--- src/rtl/median_pkg.sv ---
// Shared types and default geometry for the 3x3 window feeder.
package median_pkg;

    localparam int unsigned SIZE_DEF  = 8;
    localparam int unsigned IMG_W_DEF = 16;
    localparam int unsigned IMG_H_DEF = 16;
    localparam int unsigned GAP_DEF   = 37;
    localparam int unsigned WIN_N     = 9;

    typedef enum logic [1:0] {
        ACCEPT = 2'd0,
        SEND   = 2'd1,
        WAIT   = 2'd2
    } state_t;

endpackage

--- src/rtl/line_buffer.sv ---
// One image line of delay: shifts on en, tap is the pixel shifted in DEPTH shifts ago.
module line_buffer #(
    parameter int unsigned SIZE  = 8,
    parameter int unsigned DEPTH = 16
) (
    input  logic            clk,
    input  logic            en,
    input  logic [SIZE-1:0] din,
    output logic [SIZE-1:0] tap
);

    logic [SIZE-1:0] mem [DEPTH];

    always_ff @(posedge clk) begin
        if (en) begin
            mem[0] <= din;
            for (int i = 1; i < int'(DEPTH); i++) begin
                mem[i] <= mem[i-1];
            end
        end
    end

    assign tap = mem[DEPTH-1];

endmodule

--- src/rtl/window_feeder.sv ---
// Builds a 3x3 window from a raster pixel stream and serializes it, with a
// fixed idle gap after each window for the downstream median stage.
module window_feeder
    import median_pkg::*;
#(
    parameter int unsigned SIZE  = SIZE_DEF,
    parameter int unsigned IMG_W = IMG_W_DEF,
    parameter int unsigned IMG_H = IMG_H_DEF,
    parameter int unsigned GAP   = GAP_DEF
) (
    input  logic            CLK,
    input  logic            nRST,
    input  logic [SIZE-1:0] PI,
    input  logic            PVALID,
    input  logic            SOF,
    output logic            PREADY,
    output logic [SIZE-1:0] DO,
    output logic            DSO
);

    localparam int unsigned COL_W = $clog2(IMG_W);
    localparam int unsigned ROW_W = $clog2(IMG_H);
    localparam int unsigned SER_W = $clog2(WIN_N);
    localparam int unsigned GAP_W = (GAP > 1) ? $clog2(GAP) : 1;

    state_t            state;
    state_t            state_nxt;
    logic [COL_W-1:0]  col;
    logic [ROW_W-1:0]  row;
    logic [COL_W-1:0]  col_eff;
    logic [ROW_W-1:0]  row_eff;
    logic [SER_W-1:0]  ser;
    logic [SER_W-1:0]  ser_nxt;
    logic [GAP_W-1:0]  gap;
    logic              accept;
    logic              win_ok;
    logic [SIZE-1:0]   tap_mid;
    logic [SIZE-1:0]   tap_top;
    logic [SIZE-1:0]   win [WIN_N];

    assign PREADY  = (state == ACCEPT);
    assign accept  = PVALID && (state == ACCEPT);
    assign col_eff = SOF ? '0 : col;
    assign row_eff = SOF ? '0 : row;
    assign win_ok  = (row_eff >= ROW_W'(2)) && (col_eff >= COL_W'(2));
    assign ser_nxt = ser + SER_W'(1);

    // Row-1 line feeds row-2 line so both stay column-aligned with PI.
    line_buffer #(.SIZE(SIZE), .DEPTH(IMG_W)) u_lb_mid (
        .clk (CLK),
        .en  (accept),
        .din (PI),
        .tap (tap_mid)
    );

    line_buffer #(.SIZE(SIZE), .DEPTH(IMG_W)) u_lb_top (
        .clk (CLK),
        .en  (accept),
        .din (tap_mid),
        .tap (tap_top)
    );

    // Window stored row-major; each acceptance shifts in the column {top, mid, PI}.
    always_ff @(posedge CLK) begin
        if (accept) begin
            win[0] <= win[1];
            win[1] <= win[2];
            win[2] <= tap_top;
            win[3] <= win[4];
            win[4] <= win[5];
            win[5] <= tap_mid;
            win[6] <= win[7];
            win[7] <= win[8];
            win[8] <= PI;
        end
    end

    always_ff @(posedge CLK or negedge nRST) begin
        if (!nRST) begin
            col <= '0;
            row <= '0;
        end else if (accept) begin
            if (col_eff == COL_W'(IMG_W - 1)) begin
                col <= '0;
                row <= (row_eff == ROW_W'(IMG_H - 1)) ? '0 : row_eff + ROW_W'(1);
            end else begin
                col <= col_eff + COL_W'(1);
                row <= row_eff;
            end
        end
    end

    always_ff @(posedge CLK or negedge nRST) begin
        if (!nRST) begin
            state <= ACCEPT;
        end else begin
            state <= state_nxt;
        end
    end

    always_comb begin
        state_nxt = state;
        case (state)
            ACCEPT: if (accept && win_ok)                  state_nxt = SEND;
            SEND:   if (ser == SER_W'(WIN_N - 1))          state_nxt = WAIT;
            WAIT:   if (gap == GAP_W'(GAP - 1))            state_nxt = ACCEPT;
            default:                                       state_nxt = ACCEPT;
        endcase
    end

    // ser indexes the pixel currently on DO; the first pixel is taken from the
    // pre-shift window (win[1] becomes the top-left after this edge's shift).
    always_ff @(posedge CLK or negedge nRST) begin
        if (!nRST) begin
            DO  <= '0;
            DSO <= 1'b0;
            ser <= '0;
            gap <= '0;
        end else begin
            case (state)
                ACCEPT: begin
                    if (accept && win_ok) begin
                        DO  <= win[1];
                        DSO <= 1'b1;
                        ser <= '0;
                    end
                end
                SEND: begin
                    if (ser == SER_W'(WIN_N - 1)) begin
                        DSO <= 1'b0;
                        ser <= '0;
                        gap <= '0;
                    end else begin
                        DO  <= win[ser_nxt];
                        ser <= ser_nxt;
                    end
                end
                WAIT: begin
                    gap <= (gap == GAP_W'(GAP - 1)) ? '0 : gap + GAP_W'(1);
                end
                default: begin
                    DSO <= 1'b0;
                end
            endcase
        end
    end

endmodule

--- config.mk ---
export PLATFORM = sky130hd
export DESIGN_NAME = window_feeder
export DESIGN_NICKNAME = d
export VERILOG_FILES = /design/src/rtl/median_pkg.sv /design/src/rtl/line_buffer.sv /design/src/rtl/window_feeder.sv
export SDC_FILE = /design/constraint.sdc
export NUM_CORES = 1
export LEC_CHECK = 0
export CAP_MARGIN = 20
export CORE_MARGIN = 1
export CORE_UTILIZATION = 25
export CTS_CLUSTER_SIZE = 8
export DETAILED_ROUTE_END_ITERATION = 7
export PLACE_DENSITY_LB_ADDON = 0.12
export SETUP_SLACK_MARGIN = 0.5
export SKIP_CTS_REPAIR_TIMING = 1
export SYNTH_ARGS = -nofsm -noshare
export SYNTH_HDL_FRONTEND = slang
export SYNTH_HIERARCHICAL = 1
export SYNTH_SLANG_ARGS = --single-unit
--- constraint.sdc ---
create_clock -name CLK -period 11.6 [get_ports CLK]
set_clock_uncertainty 0.05 [all_clocks]
set_input_delay 1.16 -clock CLK [delete_from_list [all_inputs] [get_ports CLK]]
set_output_delay 1.16 -clock CLK [all_outputs]
set_load 0.005 [all_outputs]
==> results of run 1 <==
through the flow:
stage / cells / hold slack [ns] / util (%)
after floorplan: 544 / 0.350 / -
after global placement: 1151 / 0.351 / 27.4
after detailed placement: 1151 / 0.355 / 27.4
after CTS: 1221 / 0.363 / 30.3
after global routing: 1222 / 0.364 / 30.3
final: 1222 / 0.361 / 30.3
metal layers:
layer  global-route usage [%]  part of all wire [%]  vias to the layer above
li1                         -                     -                     2261
met1                     11.0                    50                     2605
met2                     10.7                    41                      112
met3                     2.22                   5.5                       50
met4                     4.71                   3.6                        0
met5                        0                     0                        -
kinds of logic after synthesis:
logic type	after synthesis	share of synthesized area (%)
buf+inv	36	1.72
compound gates	67	3.80
simple gates	60	2.59
flops	357	88.1
xor+xnor	1	0.0730
fa+ha+maj	5	0.521
mux	18	3.18
sequential cells by signal, indices dropped and copies added, names as in the netlist:
signal	flops
u_lb_mid/mem	128
win	72
row	4
col	4
DO	8
state	2
gap	6
u_lb_top/mem	128
DSO	1
ser	4
layout by cell type, fill, tap and decap left out, drive strengths merged, types with 2 or more instances in the layout:
cell type / Yosys / final
mux4: 16 / 16
nor2: 15 / 15
o21ai: 16 / 16
a222oi: 8 / 8
inv: 10 / 12
clkbuf: 5 / 68
o22ai: 7 / 7
ha: 5 / 5
nor3: 5 / 5
nor2b: 6 / 6
clkinv: 1 / 2
a31oi: 3 / 3
dfrtp: 29 / 29
edfxtp: 328 / 328
buf: 20 / 4
nand2: 20 / 20
a32o: 2 / 2
a22o: 3 / 3
a21oi: 15 / 15
nand3: 5 / 5
a21o: 8 / 8
clkdlybuf4s50: 0 / 21
synthesized netlist by cell type (2+ instances only):
library cell / instances
inv_1: 9
buf_2: 3
buf_4: 16
dfrtp_1: 29
a21oi_1: 15
a31oi_1: 3
edfxtp_1: 328
nor2_1: 13
o21ai_0: 14
a22o_1: 3
clkbuf_1: 5
o21ai_1: 2
a32o_1: 2
ha_1: 5
a222oi_1: 8
o22ai_1: 7
mux4_2: 16
nand3_1: 5
a21o_1: 8
nand2_1: 20
nor3_1: 5
nor2b_1: 6
final cells by class:
cell class / count / area share, %
repair buffers: 26 / 1.81
flip-flops and latches: 357 / 74.4
well taps: 607 / 5.34
clock inverters: 3 / 0.290
multi-input cells: 151 / 8.57
clock buffers: 67 / 9.25
inverters: 11 / 0.343
how the worst max path moves through the flow:
stage,cells past startpoint,slack [ns],from,end
floorplan,3,1.32,PVALID,u_lb_mid/mem[0][0]
global route,6,7.14,PVALID,row[1]
CTS,6,7.50,PVALID,row[1]
global placement,6,7.05,PVALID,row[1]
finish,6,7.42,PVALID,row[1]
detailed placement,6,6.89,PVALID,row[1]
report_power, final:
group          internal [W]  total, W  switching, W
sequential          0.00205   0.00222      0.000170
clock              0.000778   0.00129      0.000508
combinational      0.000210  0.000558      0.000349
total               0.00304   0.00407       0.00103
==> reports/results.txt, run 1 <==
status -> finished, final reports clean
Final Power -> 0.00407 W
CTS Buf Count -> 50
area grow syn2layout -> 18.5%
Placement Cell Area -> 12900 um^2
worst-path cell chain -> clkdlybuf4s50_1, or3b_1, inv_8, buf_12, o21ai_0, a32o_1
Yosys cell types -> 44
H-tree Lvls -> 2
number of synthesized flops with an enable pin -> 328
WHS Path Cells -> 0
remaining antenna violation count -> 0
Gate Count Post-Synth -> 544
global-route wire length before repair -> 30.2 mm
clock latency on the worst-skew pair -> 0.56 ns
Tmin final -> 4.18 ns
clock buffer depth -> 3
HPWL after DPL -> 9.46 mm
Layout fillers -> 4476
drc violations -> 0
Total GRT Usage -> 7.85%
setup tns final -> 0 ns
Leak -> 4.83 nW
CTS Root Cell -> clkbuf_16
delay-heaviest family, CP -> buffers and inverters
Initial Utilization -> 25.6%
post-synth top area cell -> edfxtp_1
Final nets -> 614
Die Y -> 221 um
synthesized flop and latch total -> 357
crit-path max cell delay -> 0.66 ns
I/O Buffers -> 21
Setup WS pre-CTS -> 6.89 ns
fraction of final layout cells sized beyond drive strength 1 -> 13.3%
initial antenna violation count -> 0
FF-to-FF End -> row[1]
CTS tree -> built
core area -> 47000 um^2
vias in the first global route -> 5240
CP arrival -> 4.58 ns
Peak supply drop -> 150 uV
FFs w/ async S/R, synth -> 8.12%
CTS Sinks -> 357
Final period util -> 36.0%
chip width -> 221 um
Bufs and invs on worst path -> 3
RSZ-0062 raised after global routing -> no
largest net degree at the start of global routing -> 188
Hold Path Origin -> u_lb_mid/mem[3][1]
Final Cell Area -> 14200 um^2
Final Hold Violating Endpoints -> 0
Final Slew Violations -> 0
FF-to-FF Start -> state[0]
number of max-cap violations -> 0
worst r2r path cells -> 5
Avg WL per Cell -> 15.3 um
Register Area -> 10600 um^2
area of the multi-input gates -> 1220 um^2
Min-Delay Endpoint -> u_lb_mid/mem[3][9]
Vias/cell -> 4.11
Worst Setup End Kind -> register
via count -> 5028
fmax -> 0.240 GHz
largest cells by area after synthesis -> edfxtp_1, dfrtp_1, mux4_2
Crit Path Category -> input pin to register
Cell Pwr Density -> 286 nW/um^2
GP Congestion -> 0.709
Slew headroom -> 27.8%
Yosys warning count -> 6
sequential area share after synthesis -> 88.1%
num rows -> 79
Syn Area/Cell -> 22.1 um^2
R2R Setup Slk -> 8.01 ns
worst setup margin -> 7.42 ns
final WL -> 18.7 mm
Iter 0 DRT Violations -> 572
GRT overflow -> 0
worst-margin pin slew -> 1.08 ns
crit path launch type -> input pin
Synth Flop Type -> edfxtp_1
HP Class -> register to register
CP Max Fanout -> 187
Top Ports -> 22
Post-Syn Nets -> 561
CTS clock-pin slew for the worst setup and hold paths -> 0.05 ns
n_diodes -> 0
Cell Area, Synth -> 12000 um^2
setup violators final -> 0
crit path max-delay cell type -> inv_8
die area -> 48900 um^2
TritonRoute pass-1 iters -> 4
share of the synthesized area in the top cell type -> 82.1%
Worst EP required -> 12.00 ns
Note: power is estimated with default switching activity, not from simulation.
==> run 2: changes to the inputs <==
==> constraint.sdc (replaced) <==
create_clock -name CLK -period 3.9 [get_ports CLK]
set_clock_uncertainty 0.05 [all_clocks]
set_input_delay 0.39 -clock CLK [delete_from_list [all_inputs] [get_ports CLK]]
set_output_delay 0.39 -clock CLK [all_outputs]
set_load 0.005 [all_outputs]
==> reports/results.txt, run 2 (synthesized netlist as in run 1, its figures left out) <==
fraction of final layout cells sized beyond drive strength 1 -> 14.3%
remaining antenna violation count -> 0
CTS tree -> built
setup violators final -> 0
Die Y -> 221 um
Placement Cell Area -> 12900 um^2
TritonRoute pass-1 iters -> 6
num rows -> 79
HP Class -> input pin to async pin
Worst Setup End Kind -> register
initial antenna violation count -> 0
Final nets -> 620
Tmin final -> 2.66 ns
CTS Root Cell -> clkbuf_16
GRT overflow -> 0
GP Congestion -> 0.677
setup tns final -> 0 ns
Iter 0 DRT Violations -> 439
worst setup path startpoint -> ser[1]
clock latency on the worst-skew pair -> 0.57 ns
global-route wire length before repair -> 30.8 mm
Final Hold Violating Endpoints -> 0
Clk pwr share -> 31.5%
wl on met1 -> 9.50 mm
switching power total -> 0.00307 W
Leak -> 4.86 nW
I/O Buffers -> 21
CP arrival -> 3.07 ns
drc violations -> 0
combinational share of power -> 14.1%
leading cell type in the layout, fill and taps excluded -> edfxtp_1
CP Max Fanout -> 17
Cell Pwr Density -> 852 nW/um^2
Worst EP required -> 4.31 ns
Met3 Wirelength -> 978 um
HPWL after DPL -> 9.90 mm
P_int -> 0.00908 W
vias in the first global route -> 5210
R2R Setup Slk -> 1.24 ns
worst-margin pin slew -> 0.953 ns
Seq pwr share -> 54.4%
Top Ports -> 22
H-tree Lvls -> 2
n_diodes -> 0
Final Slew Violations -> 0
Final Cell Area -> 14300 um^2
CTS Sinks -> 357
RSZ-0062 raised after global routing -> no
Peak supply drop -> 303 uV
most frequent cells in the layout -> edfxtp_1, clkbuf_16, dfrtp_1, clkdlybuf4s50_1, nand2_1
area grow syn2layout -> 18.9%
DR top layer -> met4
Total GRT Usage -> 8.08%
Layout fillers -> 4458
Avg WL per Cell -> 15.6 um
final WL -> 19.0 mm
FF-to-FF Start -> ser[1]
fmax -> 0.376 GHz
clock buffer depth -> 3
CTS clock-pin slew for the worst setup and hold paths -> 0.05 ns
Crit Path Category -> register to register
Final period util -> 68.2%
largest net degree at the start of global routing -> 97
switching share of power -> 25.3%
number of max-cap violations -> 0
crit path launch type -> register
Initial Utilization -> 25.6%
largest registers -> u_lb_mid/mem x128, u_lb_top/mem x128, win x72
core area -> 47000 um^2
status -> finished, final reports clean
chip width -> 221 um
via count -> 4991
met2 WL -> 7.89 mm
Slew headroom -> 36.0%
CTS Buf Count -> 50
Vias/cell -> 4.08
die area -> 48900 um^2
## run 2: changes by cell type in the layout (fill, tap and decap cells not counted), sizes merged
cell | previous run | this run
clkinv | 2 | 1
clkbuf | 68 | 63
buf | 4 | 10
## run 2: worst paths after layout
path | cells past startpoint | endpoint
setup / recovery | 6 | DO[4]
hold / removal | 2 | DSO
setup reg to reg | 6 | DO[4]
hold reg to reg | 0 | u_lb_mid/mem[5][9]
max in group asynchronous | 2 | DO[2]
min in group CLK | 0 | u_lb_mid/mem[5][9]
## run 2: final cells by class
class	instances	area (um^2)	share of cell area (%)
clock buffer	62	1320	9.23
clock inverter	2	28.8	0.202
multi-input combinational	151	1220	8.54
inverter	11	53.8	0.377
sequential	357	10600	74.1
tap	607	759	5.32
timing repair buffer	32	315	2.21
## run 2: per-stage QoR
stage,utilization [%],total power (W),setup WS [ns],hold WS (ns),instances
after floorplan,-,0.00776,0.640,0.0444,544
after global placement,27.5,0.00834,1.09,0.350,1157
after detailed placement,27.5,0.00842,1.02,0.355,1157
after CTS,30.4,0.0124,1.21,0.135,1221
after global routing,30.4,0.0128,1.06,0.173,1222
final,30.4,0.0122,1.24,0.173,1222
## run 2: routing by layer
layer | track usage, % | up-vias
met5 | 0 | -
met4 | 4.74 | 0
met3 | 2.27 | 48
met2 | 10.7 | 102
met1 | 11.6 | 2580
li1 | - | 2261
## run 2: power groups by stage
stage	logic, W	registers (W)	clock network, W
finish	0.00171	0.00661	0.00383
global route	0.00190	0.00677	0.00413
CTS	0.00175	0.00664	0.00400
detailed placement	0.00175	0.00667	0
global placement	0.00170	0.00664	0
floorplan	0.00126	0.00650	0
## run 2: critical path, cell delays in order (launching register included)
cell and delay [ns]:
dfrtp_1 0.44, inv_1 0.07, ha_1 0.87, mux4_2 0.42
a222oi_1 0.40, a21oi_1 0.13, a21o_1 0.16
==> run 3: changes to the inputs <==
==> constraint.sdc (replaced) <==
create_clock -name CLK -period 2.4 [get_ports CLK]
set_clock_uncertainty 0.05 [all_clocks]
set_input_delay 0.24 -clock CLK [delete_from_list [all_inputs] [get_ports CLK]]
set_output_delay 0.24 -clock CLK [all_outputs]
set_load 0.005 [all_outputs]
==> reports/results.txt, run 3 (synthesized netlist as in run 1, its figures left out) <==
FF-to-FF End -> DO[0]
Final Slew Violations -> 0
I/O Buffers -> 21
fraction of final layout cells sized beyond drive strength 1 -> 21.0%
vias in the first global route -> 5459
CP arrival -> 2.45 ns
Final period util -> 85.4%
clock latency on the worst-skew pair -> 0.56 ns
GRT overflow -> 0
CP Max Fanout -> 6
Top Ports -> 22
Peak supply drop -> 533 uV
Worst Setup End Kind -> register
final WL -> 20.5 mm
Cell Pwr Density -> 1390 nW/um^2
Final nets -> 653
Slew headroom -> 62.0%
remaining antenna violation count -> 0
Total GRT Usage -> 8.42%
RSZ-0062 raised after global routing -> yes
num rows -> 79
largest net degree at the start of global routing -> 58
TritonRoute pass-1 iters -> 5
largest registers -> u_lb_mid/mem x128, u_lb_top/mem x128, win x72
Clk pwr share -> 30.4%
Initial Utilization -> 25.6%
core area -> 47000 um^2
Crit Path Category -> register to register
CTS tree -> built
setup violators final -> 0
HP Class -> input pin to async pin
switching power total -> 0.00524 W
leading cell type in the layout, fill and taps excluded -> edfxtp_1
most frequent cells in the layout -> edfxtp_1, clkbuf_16, dfrtp_1, buf_4, clkdlybuf4s50_1
Die Y -> 221 um
GP Congestion -> 0.716
switching share of power -> 25.4%
Vias/cell -> 4.10
setup tns final -> 0 ns
n_diodes -> 0
drc violations -> 0
chip width -> 221 um
crit path launch type -> register
global-route wire length before repair -> 32.0 mm
worst-margin pin slew -> 0.568 ns
CTS Root Cell -> clkbuf_16
Tmin final -> 2.05 ns
Layout fillers -> 4458
Iter 0 DRT Violations -> 438
combinational share of power -> 17.4%
clock buffer depth -> 3
CTS Sinks -> 357
area grow syn2layout -> 23.5%
number of max-cap violations -> 0
area of the multi-input gates -> 1280 um^2
Worst EP required -> 2.80 ns
Final Hold Violating Endpoints -> 0
worst r2r path cells -> 8
FF-to-FF Start -> ser[1]
CTS clock-pin slew for the worst setup and hold paths -> 0.05 ns
initial antenna violation count -> 0
HPWL after DPL -> 10.7 mm
worst setup path startpoint -> ser[1]
status -> finished, final reports clean
via count -> 5185
Leak -> 5.11 nW
Register Area -> 10600 um^2
R2R Setup Slk -> 0.35 ns
P_int -> 0.0154 W
H-tree Lvls -> 2
fmax -> 0.488 GHz
die area -> 48900 um^2
Avg WL per Cell -> 16.2 um
fin util -> 31.6%
Seq pwr share -> 52.2%
CTS Buf Count -> 50
[run 3: cell types whose count changed in the layout (fill, tap and decap cells not counted), sizes merged]
cell,before,now
buf,10,42
clkbuf,63,70
clkdlybuf4s50,21,20
clkinv,1,2
dlymetal6s2s,0,1
inv,12,14
[run 3: metrics by stage]
step	cell area (um^2)	std cells	hold slack [ns]	power [W]	setup WS (ns)
2_1_floorplan	12100	544	-0.106	0.0126	0.356
3_3_place_gp	13300	1179	0.351	0.0139	0.119
3_5_place_dp	13300	1179	0.355	0.0141	0.0916
4_1_cts	14600	1252	0.0165	0.0207	0.0479
5_1_grt	14800	1264	0.0621	0.0218	0.303
6_report	14800	1264	0.0340	0.0206	0.349
[run 3: worst max path at each step]
stage / endpoint / slack, ns
4_1_cts: DO[3] / 0.05
2_1_floorplan: DO[0] / 0.36
6_report: DO[0] / 0.35
5_1_grt: DO[1] / 0.30
3_5_place_dp: DO[3] / 0.09
3_3_place_gp: DO[3] / 0.12
[run 3: per-layer routing]
layer | wire (um) | up-vias | GRT usage (%)
met4 | 602 | 0 | 4.96
li1 | - | 2350 | -
met3 | 1080 | 42 | 2.26
met2 | 8740 | 116 | 11.5
met1 | 10000 | 2677 | 11.9
met5 | 0 | - | 0
[run 3: layout make-up]
cell class                 instances  share of cell area, %
sequential                       357                   71.4
clock buffer                      70                   9.09
multi-input combinational        151                   8.65
tap                              607                   5.12
timing repair buffer              63                   4.92
inverter                          11                  0.456
clock inverter                     3                  0.219
timing repair inverter             2                  0.152
[run 3: power groups by stage]
| stage | Combinational, W | Clock (W) | Sequential (W) |
|---|---|---|---|
| after global routing | 0.00394 | 0.00679 | 0.0110 |
| final | 0.00359 | 0.00626 | 0.0108 |
| after floorplan | 0.00216 | 0 | 0.0105 |
| after detailed placement | 0.00328 | 0 | 0.0108 |
| after global placement | 0.00314 | 0 | 0.0108 |
| after CTS | 0.00329 | 0.00656 | 0.0108 |
[run 3: worst max-delay path, stage by stage, from the launching register on]
cell      delay [ns]
dfrtp_2         0.41
inv_2           0.06
ha_4            0.31
buf_6           0.13
buf_4           0.12
mux4_2          0.29
a222oi_1        0.30
a21oi_1         0.11
a21o_1          0.16
